[src/rtl/mc_pkg.sv]
// Shared types and constants for the multicycle MIPS-subset controller:
// state encodings, opcode/funct fields, ALUOp and ALUControl codes.
package mc_pkg;

  typedef enum logic [3:0] {
    FETCH   = 4'd0,
    DECODE  = 4'd1,
    MEMADR  = 4'd2,
    MEMRD   = 4'd3,
    MEMWB   = 4'd4,
    MEMWR   = 4'd5,
    EXECUTE = 4'd6,
    ALUWB   = 4'd7,
    BRANCH  = 4'd8,
    ADDIEX  = 4'd9,
    ADDIWB  = 4'd10,
    JUMP    = 4'd11
  } statetype_t;

  localparam logic [5:0] OP_RTYPE = 6'b000000;
  localparam logic [5:0] OP_LW    = 6'b100011;
  localparam logic [5:0] OP_SW    = 6'b101011;
  localparam logic [5:0] OP_BEQ   = 6'b000100;
  localparam logic [5:0] OP_BNE   = 6'b000101;
  localparam logic [5:0] OP_ADDI  = 6'b001000;
  localparam logic [5:0] OP_J     = 6'b000010;

  localparam logic [5:0] F_ADD = 6'b100000;
  localparam logic [5:0] F_SUB = 6'b100010;
  localparam logic [5:0] F_AND = 6'b100100;
  localparam logic [5:0] F_OR  = 6'b100101;
  localparam logic [5:0] F_SLT = 6'b101010;

  localparam logic [1:0] ALUOP_ADD   = 2'b00;
  localparam logic [1:0] ALUOP_SUB   = 2'b01;
  localparam logic [1:0] ALUOP_FUNCT = 2'b10;

  localparam logic [2:0] ALU_AND = 3'b000;
  localparam logic [2:0] ALU_OR  = 3'b001;
  localparam logic [2:0] ALU_ADD = 3'b010;
  localparam logic [2:0] ALU_NOP = 3'b011;
  localparam logic [2:0] ALU_SUB = 3'b110;
  localparam logic [2:0] ALU_SLT = 3'b111;

endpackage

[src/rtl/mc_controller_aludec.sv]
// ALU decoder: maps ALUOp (and Funct for R-type) to the 3-bit ALUControl.
// Unknown R-type functs select ALU_NOP so the ALU drives zero.
module aludec
  import mc_pkg::*;
#(
  parameter int FUNCT_W = 6
) (
  input  logic [1:0]         alu_op,
  input  logic [FUNCT_W-1:0] funct,
  output logic [2:0]         alu_control
);

  // Pure combinational decode of the ALU operation.
  always_comb begin
    alu_control = ALU_NOP;
    case (alu_op)
      ALUOP_ADD: alu_control = ALU_ADD;
      ALUOP_SUB: alu_control = ALU_SUB;
      ALUOP_FUNCT: begin
        case (funct)
          F_ADD:   alu_control = ALU_ADD;
          F_SUB:   alu_control = ALU_SUB;
          F_AND:   alu_control = ALU_AND;
          F_OR:    alu_control = ALU_OR;
          F_SLT:   alu_control = ALU_SLT;
          default: alu_control = ALU_NOP;
        endcase
      end
      default: alu_control = ALU_NOP;
    endcase
  end

endmodule

[src/rtl/mc_controller.sv]
// Main Moore control FSM for the multicycle MIPS-subset CPU.
// Optional macro MC_CTRL_BNE_EN adds bne support via an IsBne flag.
//
// state   | meaning
// FETCH   | read instruction at PC into IR, PC <= PC+4
// DECODE  | read registers, precompute branch target
// MEMADR  | compute lw/sw address A + SignImm
// MEMRD   | read data memory at ALUOut
// MEMWB   | write loaded data to rt
// MEMWR   | write B to data memory at ALUOut
// EXECUTE | R-type ALU operation A op B
// ALUWB   | write ALUOut to rd
// BRANCH  | compare A-B, PC <= ALUOut if taken
// ADDIEX  | A + SignImm
// ADDIWB  | write ALUOut to rt
// JUMP    | PC <= jump target
module mc_controller
  import mc_pkg::*;
#(
  parameter int OP_W    = 6,
  parameter int FUNCT_W = 6
) (
  input  logic               clk,
  input  logic               reset,
  input  logic [OP_W-1:0]    Op,
  input  logic [FUNCT_W-1:0] Funct,
  input  logic               Zero,
  output logic               PCEn,
  output logic               IorD,
  output logic               MemWrite,
  output logic               IRWrite,
  output logic               RegDst,
  output logic               MemtoReg,
  output logic               RegWrite,
  output logic               ALUSrcA,
  output logic [1:0]         ALUSrcB,
  output logic [1:0]         PCSrc,
  output logic [2:0]         ALUControl,
  output logic [3:0]         State
);

  statetype_t state_q, state_d, cur_state;
  logic [1:0] alu_op;
  logic       pc_write, branch, ir_write, mem_write, reg_write;
  logic       branch_taken;

`ifdef MC_CTRL_BNE_EN
  logic is_bne_q, is_bne_d;
`endif

  // Next-state selection; Op is only looked at in DECODE and MEMADR.
  always_comb begin
    state_d = state_q;
    case (state_q)
      FETCH:   state_d = DECODE;
      DECODE: begin
        case (Op)
          OP_LW, OP_SW: state_d = MEMADR;
          OP_RTYPE:     state_d = EXECUTE;
          OP_BEQ:       state_d = BRANCH;
`ifdef MC_CTRL_BNE_EN
          OP_BNE:       state_d = BRANCH;
`endif
          OP_ADDI:      state_d = ADDIEX;
          OP_J:         state_d = JUMP;
          default:      state_d = FETCH;
        endcase
      end
      MEMADR:  state_d = (Op == OP_LW) ? MEMRD : MEMWR;
      MEMRD:   state_d = MEMWB;
      EXECUTE: state_d = ALUWB;
      ADDIEX:  state_d = ADDIWB;
      default: state_d = FETCH;
    endcase
  end

  // State register with synchronous reset back to FETCH.
  always_ff @(posedge clk) begin
    if (reset) state_q <= FETCH;
    else       state_q <= state_d;
  end

`ifdef MC_CTRL_BNE_EN
  // Remember whether the branch being decoded is bne; cleared every FETCH.
  always_comb begin
    is_bne_d = is_bne_q;
    if (state_q == DECODE)     is_bne_d = (Op == OP_BNE);
    else if (state_q == FETCH) is_bne_d = 1'b0;
  end

  // IsBne flag register.
  always_ff @(posedge clk) begin
    if (reset) is_bne_q <= 1'b0;
    else       is_bne_q <= is_bne_d;
  end

  assign branch_taken = Zero ^ is_bne_q;
`else
  assign branch_taken = Zero;
`endif

  // While reset is high the outputs show FETCH, whatever the register holds.
  assign cur_state = reset ? FETCH : state_q;

  // Per-state Moore outputs; unlisted enables and selects stay 0.
  always_comb begin
    IorD      = 1'b0;
    RegDst    = 1'b0;
    MemtoReg  = 1'b0;
    ALUSrcA   = 1'b0;
    ALUSrcB   = 2'b00;
    PCSrc     = 2'b00;
    alu_op    = ALUOP_ADD;
    pc_write  = 1'b0;
    branch    = 1'b0;
    ir_write  = 1'b0;
    mem_write = 1'b0;
    reg_write = 1'b0;
    case (cur_state)
      FETCH: begin
        ALUSrcB  = 2'b01;
        ir_write = 1'b1;
        pc_write = 1'b1;
      end
      DECODE:  ALUSrcB = 2'b11;
      MEMADR: begin
        ALUSrcA = 1'b1;
        ALUSrcB = 2'b10;
      end
      MEMRD:   IorD = 1'b1;
      MEMWB: begin
        MemtoReg  = 1'b1;
        reg_write = 1'b1;
      end
      MEMWR: begin
        IorD      = 1'b1;
        mem_write = 1'b1;
      end
      EXECUTE: begin
        ALUSrcA = 1'b1;
        alu_op  = ALUOP_FUNCT;
      end
      ALUWB: begin
        RegDst    = 1'b1;
        reg_write = 1'b1;
      end
      BRANCH: begin
        ALUSrcA = 1'b1;
        alu_op  = ALUOP_SUB;
        PCSrc   = 2'b01;
        branch  = 1'b1;
      end
      ADDIEX: begin
        ALUSrcA = 1'b1;
        ALUSrcB = 2'b10;
      end
      ADDIWB:  reg_write = 1'b1;
      JUMP: begin
        PCSrc    = 2'b10;
        pc_write = 1'b1;
      end
      default: ;
    endcase
  end

  assign IRWrite  = ir_write & ~reset;
  assign MemWrite = mem_write & ~reset;
  assign RegWrite = reg_write & ~reset;
  assign PCEn     = (pc_write | (branch & branch_taken)) & ~reset;
  assign State    = state_q;

  aludec #(
    .FUNCT_W(FUNCT_W)
  ) u_aludec (
    .alu_op      (alu_op),
    .funct       (Funct),
    .alu_control (ALUControl)
  );

endmodule

[config.mk]
export PLATFORM = sky130hd
export DESIGN_NAME = mc_controller
export DESIGN_NICKNAME = d
export VERILOG_FILES = /design/src/rtl/mc_pkg.sv /design/src/rtl/mc_controller_aludec.sv /design/src/rtl/mc_controller.sv
export SDC_FILE = /design/constraint.sdc
export NUM_CORES = 1
export LEC_CHECK = 0
export BUFFER_PORTS_ARGS = -buffer_cell sky130_fd_sc_hd__buf_2
export CAP_MARGIN = 0
export CORE_AREA = 4 4 41 43
export CTS_CLUSTER_DIAMETER = 200
export CTS_CLUSTER_SIZE = 28
export DETAILED_ROUTE_END_ITERATION = 8
export DIE_AREA = 0 0 45 47
export GPL_TIMING_DRIVEN = 0
export PLACE_DENSITY = 0.74
export SETUP_SLACK_MARGIN = 0.1
export SLEW_MARGIN = 10
export SYNTH_ARGS = -nofsm -noshare
export SYNTH_HDL_FRONTEND = slang
export SYNTH_SLANG_ARGS = --single-unit
[constraint.sdc]
create_clock -name clk -period 2.47 [get_ports clk]
set_input_delay 0.3705 -clock clk [delete_from_list [all_inputs] [get_ports clk]]
set_output_delay 0.3705 -clock clk [all_outputs]
set_load 0.05 [all_outputs]
==> results.toml, run 1 <==
[worst_hold_path]
worst_hold_path_type = "primary input to register"

[global_route]
pin_count_of_the_biggest_net_entering_global_routing = 11
total_routing_usage_reported_by_global_routing_pct = 15.72
globalRoute.totalOverflow = 0
grt_pass1_vias = 559
antenna_found_initial = 0
wire_length_of_the_first_global_routing_pass_um = 2463

[routing]
route.final.wire_length_um = 1508
route.detailed.drc = 0
detail_route.first_pass.iterations = 4
drt-initial-drc-count = 12
final_antenna_net_count = 0
avgViaCountPerCell = 5.410
count_of_vias_placed_by_the_detailed_router = 660
drt-wirelength-per-cell_um = 12.36

[worst_setup_path]
worst_path_largest_cell_delay_ns = 0.52
critPathLaunchType = "register"
cp_max_fo = 7
type_of_destination_of_the_critical_path = "output port"
worstPathCellList = "or3b_4, or2_4, or4_4, buf_8"
critical_path_required_ns = 2.10
cp_max_stage_cell = "sky130_fd_sc_hd__or4_4"
timing.setup.critical_path_class = "register to output port"
worst_ep_arrival_time_ns = 1.94

[final_layout]
n_fill_cell = 137
drive_gt1_share_pct = 51.40
largest_register_ff_count = 4
synthToLayoutAreaGrowth_pct = 53.96
num_antenna_cells = 0
nets = 124
finish.utilization_pct = 59.81

[synthesis]
synth.lib_cells_used.distinct = 38
syn_nets = 86
yosys.cell_count.top_type = "sky130_fd_sc_hd__nor3_1"
netlist_top_cells_area = "sky130_fd_sc_hd__dfxtp_1 16%, sky130_fd_sc_hd__nor3_1 5.9%, sky130_fd_sc_hd__a21oi_1 5.0%"
most_area_hungry_cell_type_in_the_yosys_netlist = "sky130_fd_sc_hd__dfxtp_1"
synthesis.area_per_instance_sq_um = 7.120
netlist.area_leader.share_pct = 15.84
synthArstFlopShare_pct = 0
ys_ff_latch = 4
yosys_warnings = 0
dominant_synthesized_flop_cell = "sky130_fd_sc_hd__dfxtp_1"
synth_sequential_area_ratio_pct = 15.84
synth_top_cells_by_count = "6 x sky130_fd_sc_hd__nor3_1, 5 x sky130_fd_sc_hd__a21oi_1, 5 x sky130_fd_sc_hd__nor2_1"
syn_inst = 71
edff_count_synth = 0
netlist_area_sq_um = 505.5

[die]
core_area_sq_um = 1301
floorplan.initialDensity_pct = 38.85
floorplan.rows = 13
die_area_sq_um = 2115
i_o_pin_total = 34
die_height_um = 47
die_w_um = 45

[run_status]
result_of_the_run = "completed"

[timing]
grt_setup_unrepaired = "false"
worst_pin_slew_ns = 0.8702
final_period_minus_worst_setup_slack_ns = 2.315
hold_viol_final = 0
hold-worst-slack_ns = 0.4894
maxClockFrequency_mhz = 432.0
setup_viol = 0
clock_skew_ns = 0.0001705
timing.setup.tns_ns = 0
maxSlewViolCount = 0
finalCritPeriodShare_pct = 93.72
slew-limit-headroom_pct = 40.49

[power_and_ir_drop]
power.combinational.fraction_pct = 34.7
power.share.switching_pct = 34.77
power.sequential.fraction_pct = 30.4
p_per_area_nw_per_um2 = 290.7
clkPwrFrac_pct = 34.9
p_sw_w = 0.00007867
ir_drop_uv = 324.1
power.leakage_nw = 0.3449
power_report.internal_total_w = 0.0001476

[clock_network]
cts_htree_levels = 1
ctsRootBufferMaster = "sky130_fd_sc_hd__clkbuf_4"
post_cts_hold_buffer_count = 0
worst_setup_hold_path_clk_slew_ns = 0.04
cts-buffers-inserted = 3
ctsLongestPathBuffers = 2
tritoncts = "yes"
clkLatencyLatePin_ns = 0.23
clock_sinks = 4

[placed_design]
routabilityCongestion = 0.7533
port_buffers = 32
dp_hpwl_um = 1205

[flow_run]
maxCapViolations = 0
layout by cell type (no fill, tap or decap), drive strengths merged, types with 2 or more instances in the layout:
cell,instances
buf,35
nor3,6
clkbuf,6
nor2,5
a21oi,5
nand2b,4
inv,4
dfxtp,4
o21ai,4
or2,3
or3b,3
nand2,2
a211oi,2
nand4,2
xor2,2
or4,2
nor4,2
worst max-delay path: cells and delay by family (launching register included):
kind / cells / cell delay [ns]
buffers and inverters: 1 / 0.17
DFF: 1 / 0.37
and+or+nand+nor: 3 / 1.18
power groups by stage:
stage | Combinational (W) | Sequential, W | Clock [W]
floorplan | 0.0000469 | 0.0000763 | 0
global placement | 0.0000767 | 0.0000707 | 0
detailed placement | 0.0000784 | 0.0000707 | 0
CTS | 0.0000786 | 0.0000687 | 0.0000823
global route | 0.0000851 | 0.0000691 | 0.0000916
finish | 0.0000786 | 0.0000687 | 0.0000790
per-stage QoR:
| stage | instances | instance area (sq um) | power [W] | worst slack, ns |
|---|---|---|---|---|
| after floorplan | 71 | 551.8 | 0.0001232 | 0.04509 |
| after global placement | 118 | 730.7 | 0.0001474 | 0.1750 |
| after detailed placement | 118 | 730.7 | 0.0001491 | 0.1662 |
| after CTS | 121 | 765.7 | 0.0002295 | 0.1177 |
| after global routing | 122 | 778.2 | 0.0002458 | 0.1002 |
| final | 122 | 778.2 | 0.0002263 | 0.1552 |
worst paths after layout:
path	startpoint	depth (start not counted)	endpoint	slack, ns
worst min-delay path	reset	3	State[3]	0.49
worst min register to register	State[1]	2	State[1]	0.66
worst max-delay path	State[2]	4	ALUControl[1]	0.16
worst max register to register	State[2]	4	State[1]	1.09
logic make-up after synthesis:
family	count (synthesis)	share of synthesized area [%]
compound gates	19	25.25
xor+xnor	3	5.199
buf+inv	9	8.166
flops	4	15.84
simple gates	36	45.55
per-layer routing:
layer	global-route usage [%]	share of wire, %
met1	19.32	45
met2	25.99	45
met3	6.130	9.7
met4	3.509	0
met5	0	0
what timing repair did:
action | 4_1_cts | 5_1_grt
endpoints found under the setup margin | 1 | 4
gates resized for setup | 5 | 3
pin swaps | 0 | 1
hold endpoints to repair | 0 | 0
buffers inserted | 0 | 1
cell type report:
| type | instances | area [sq um] | share of cell area, % |
|---|---|---|---|
| tap | 15 | 18.77 | 2.412 |
| clock buffer | 3 | 22.52 | 2.894 |
| timing repair buffer | 33 | 177.7 | 22.83 |
| sequential | 4 | 83.83 | 10.77 |
| multi-input combinational | 58 | 432.9 | 55.63 |
| buffer | 5 | 27.53 | 3.537 |
| inverter | 4 | 15.01 | 1.929 |
Note: power is estimated with default switching activity, not from simulation.
==> run 2: changes to the inputs <==
--- a/config.mk
+++ b/config.mk
@@ -5,15 +5,16 @@
 export SDC_FILE = /design/constraint.sdc
 export NUM_CORES = 1
 export LEC_CHECK = 0
+export ABC_AREA = 1
 export BUFFER_PORTS_ARGS = -buffer_cell sky130_fd_sc_hd__buf_2
 export CAP_MARGIN = 0
-export CORE_AREA = 4 4 41 43
+export CORE_MARGIN = 4
+export CORE_UTILIZATION = 41
 export CTS_CLUSTER_DIAMETER = 200
-export CTS_CLUSTER_SIZE = 28
+export CTS_CLUSTER_SIZE = 16
 export DETAILED_ROUTE_END_ITERATION = 8
-export DIE_AREA = 0 0 45 47
 export GPL_TIMING_DRIVEN = 0
-export PLACE_DENSITY = 0.74
+export PLACE_DENSITY = 0.77
 export SETUP_SLACK_MARGIN = 0.1
 export SLEW_MARGIN = 10
 export SYNTH_ARGS = -nofsm -noshare
==> results.toml, run 2 <==
[run_status]
result_of_the_run = "completed"

[final_layout]
layout_common_cells = "32 x sky130_fd_sc_hd__buf_2, 20 x sky130_fd_sc_hd__nor2_1, 18 x sky130_fd_sc_hd__nand3_1"
n_fill_cell = 123
drive_gt1_share_pct = 39.29
largest_register_ff_count = 4
mostFrequentLayoutCell = "sky130_fd_sc_hd__buf_2"
synthToLayoutAreaGrowth_pct = 38.78
num_antenna_cells = 0
nets = 157
post-route-cell-area_sq_um = 765.7

[die]
die_w_um = 44.69
floorplan.rows = 12
die_height_um = 44.69
die_area_sq_um = 1997
i_o_pin_total = 34
core_area_sq_um = 1186
floorplan.initialDensity_pct = 46.52

[clock_network]
clock_sinks = 4
cts_repair_resize_count = 0
ctsLongestPathBuffers = 2
tritoncts = "yes"
worst_setup_hold_path_clk_slew_ns = 0.04
cts_htree_levels = 1
post_cts_hold_buffer_count = 0
ctsRootBufferMaster = "sky130_fd_sc_hd__clkbuf_4"
cts-buffers-inserted = 3
post-cts-setup-buffer-count = 0
clkLatencyLatePin_ns = 0.23

[worst_setup_path]
timing.setup.critical_path_class = "register to output port"
r2r-start = "State[0]"
worst_ep_arrival_time_ns = 1.56
worst_path_largest_cell_delay_ns = 0.48
timing.reg2reg.worst_path_depth = 8
critPathLaunchType = "register"
critical_path_required_ns = 2.10
cp_max_fo = 8
type_of_destination_of_the_critical_path = "output port"
r2r-end = "State[2]"
ff2ff_setup_slack_ns = 1.33
worstPathCellList = "nand2_2, inv_2, nand2_2, nor2_4, inv_2, a21oi_1, buf_2"
cp_max_stage_cell = "sky130_fd_sc_hd__dfxtp_1"

[flow_run]
maxCapViolations = 0

[synthesis]
synth.lib_cells_used.distinct = 17
dominant_synthesized_flop_cell = "sky130_fd_sc_hd__dfxtp_1"
yosys.cell_count.top_type = "sky130_fd_sc_hd__nor2_1"
synth_sequential_area_ratio_pct = 14.51
netlist_area_sq_um = 551.8
ys_ff_latch = 4
syn_inst = 105
edff_count_synth = 0
synth_top_cells_by_count = "22 x sky130_fd_sc_hd__nor2_1, 18 x sky130_fd_sc_hd__nand3_1, 14 x sky130_fd_sc_hd__inv_1, 14 x sky130_fd_sc_hd__nand2_1, 7 x sky130_fd_sc_hd__a21oi_1"
most_area_hungry_cell_type_in_the_yosys_netlist = "sky130_fd_sc_hd__nand3_1"
netlist_top_cells_area = "sky130_fd_sc_hd__nand3_1 16%, sky130_fd_sc_hd__nor2_1 15%, sky130_fd_sc_hd__dfxtp_1 15%"
syn_nets = 120
yosys_warnings = 0
netlist.area_leader.share_pct = 16.33
synthesis.area_per_instance_sq_um = 5.255
synthArstFlopShare_pct = 0

[routing]
avgViaCountPerCell = 5.032
total_met3_wirelength_after_detailed_routing_um = 99
route.final.wire_length_um = 1543
detail_route.first_pass.iterations = 4
drt-initial-drc-count = 19
wl_met2_um = 793
drt-wirelength-per-cell_um = 10.02
route.top_layer_used = "met3"
count_of_vias_placed_by_the_detailed_router = 775
met1_length_um = 649
final_antenna_net_count = 0
route.detailed.drc = 0

[timing]
setup_viol = 0
timing.setup.tns_ns = 0
grt_setup_unrepaired = "false"
maxClockFrequency_mhz = 518.2
finalCritPeriodShare_pct = 78.12
hold_viol_final = 0
maxSlewViolCount = 0
setup_slack_ns = 0.5404
clock_skew_ns = 0.001126
worst_pin_slew_ns = 0.3573
slew-limit-headroom_pct = 75.99
hold-worst-slack_ns = 0.3471
final_period_minus_worst_setup_slack_ns = 1.930

[worst_hold_path]
worst_hold_path_type = "primary input to register"
worstHoldStart = "reset"
holdPathStages = 2
worst_hold_path.endpoint = "State[3]"

[power_and_ir_drop]
p_total_w = 0.0002379
power.sequential.fraction_pct = 29.6
ir_drop_uv = 247.9
power.combinational.fraction_pct = 37.6
power.share.switching_pct = 38.09
clkPwrFrac_pct = 32.9
p_per_area_nw_per_um2 = 310.6
p_sw_w = 0.00009061
power.leakage_nw = 0.4360
power_report.internal_total_w = 0.0001473

[global_route]
pin_count_of_the_biggest_net_entering_global_routing = 9
total_routing_usage_reported_by_global_routing_pct = 16.28
antenna_found_initial = 0
wire_length_of_the_first_global_routing_pass_um = 2497
globalRoute.totalOverflow = 0
grt_pass1_vias = 651

[placed_design]
routabilityCongestion = 0.7693
dp_hpwl_um = 1365
detailed_place.area_sq_um = 743.2
port_buffers = 32
detailedPlace.worstSlack_ns = 0.7719
-- run 2: cell count changes in the layout (fill, tap and decap cells not counted), sizes merged, moves of 4 or more --
cell | previous run | this run
nor2 | 5 | 29
nand2 | 2 | 16
inv | 4 | 20
nand3 | 1 | 18
nor3 | 6 | 2
nand2b | 4 | 0
-- run 2: power groups by stage --
stage,sequential (W),clock (W),combinational (W)
2_1_floorplan,0.0000778,0,0.0000550
3_3_place_gp,0.0000712,0,0.0000868
3_5_place_dp,0.0000714,0,0.0000887
4_1_cts,0.0000703,0.0000817,0.0000890
5_1_grt,0.0000704,0.0000914,0.0000969
6_report,0.0000703,0.0000782,0.0000894
-- run 2: worst max path at each step --
| stage | start | endpoint | slack, ns | cells after the start |
|---|---|---|---|---|
| 6_report | State[1] | ALUControl[0] | 0.54 | 7 |
| 5_1_grt | State[2] | RegWrite | 0.37 | 9 |
| 2_1_floorplan | State[2] | RegWrite | -0.10 | 8 |
| 3_5_place_dp | State[1] | ALUControl[0] | 0.77 | 7 |
| 3_3_place_gp | reset | ALUControl[2] | 0.78 | 7 |
| 4_1_cts | State[1] | ALUControl[0] | 0.53 | 7 |
-- run 2: final cells by class --
| class | instances | area [sq um] | area share [%] |
|---|---|---|---|
| multi-input cells | 80 | 399.1 | 52.12 |
| repair buffers | 32 | 160.2 | 20.92 |
| flip-flops and latches | 4 | 80.08 | 10.46 |
| plain buffers | 1 | 11.26 | 1.471 |
| well taps | 14 | 17.52 | 2.288 |
| clock buffers | 3 | 22.52 | 2.941 |
| inverters | 20 | 75.07 | 9.804 |
-- run 2: cell families after synthesis --
logic type | after synthesis | synth area share [%]
AOI/OAI and AO/OA | 13 | 12.70
and+or+nand+nor | 67 | 57.14
buffers and inverters | 21 | 15.65
DFF | 4 | 14.51
-- run 2: worst max-delay path, delay by kind of cell (launching register included) --
| family | cells | cell delay (ns) |
|---|---|---|
| AND/OR/NAND/NOR | 3 | 0.33 |
| buffers and inverters | 3 | 0.40 |
| AO/OA/AOI/OAI | 1 | 0.11 |
| flip-flops | 1 | 0.48 |
-- run 2: through the flow --
stage | util [%] | cells
detailed placement | 62.66 | 151
global placement | 62.66 | 151
global route | 64.56 | 154
finish | 64.56 | 154
floorplan | - | 105
CTS | 64.56 | 154
-- run 2: routing by layer --
metal | GRT usage, % | vias to the layer above
li1 | - | 410
met1 | 18.57 | 344
met2 | 29.23 | 21
met3 | 2.439 | 0
met4 | 7.229 | 0
met5 | 0 | -
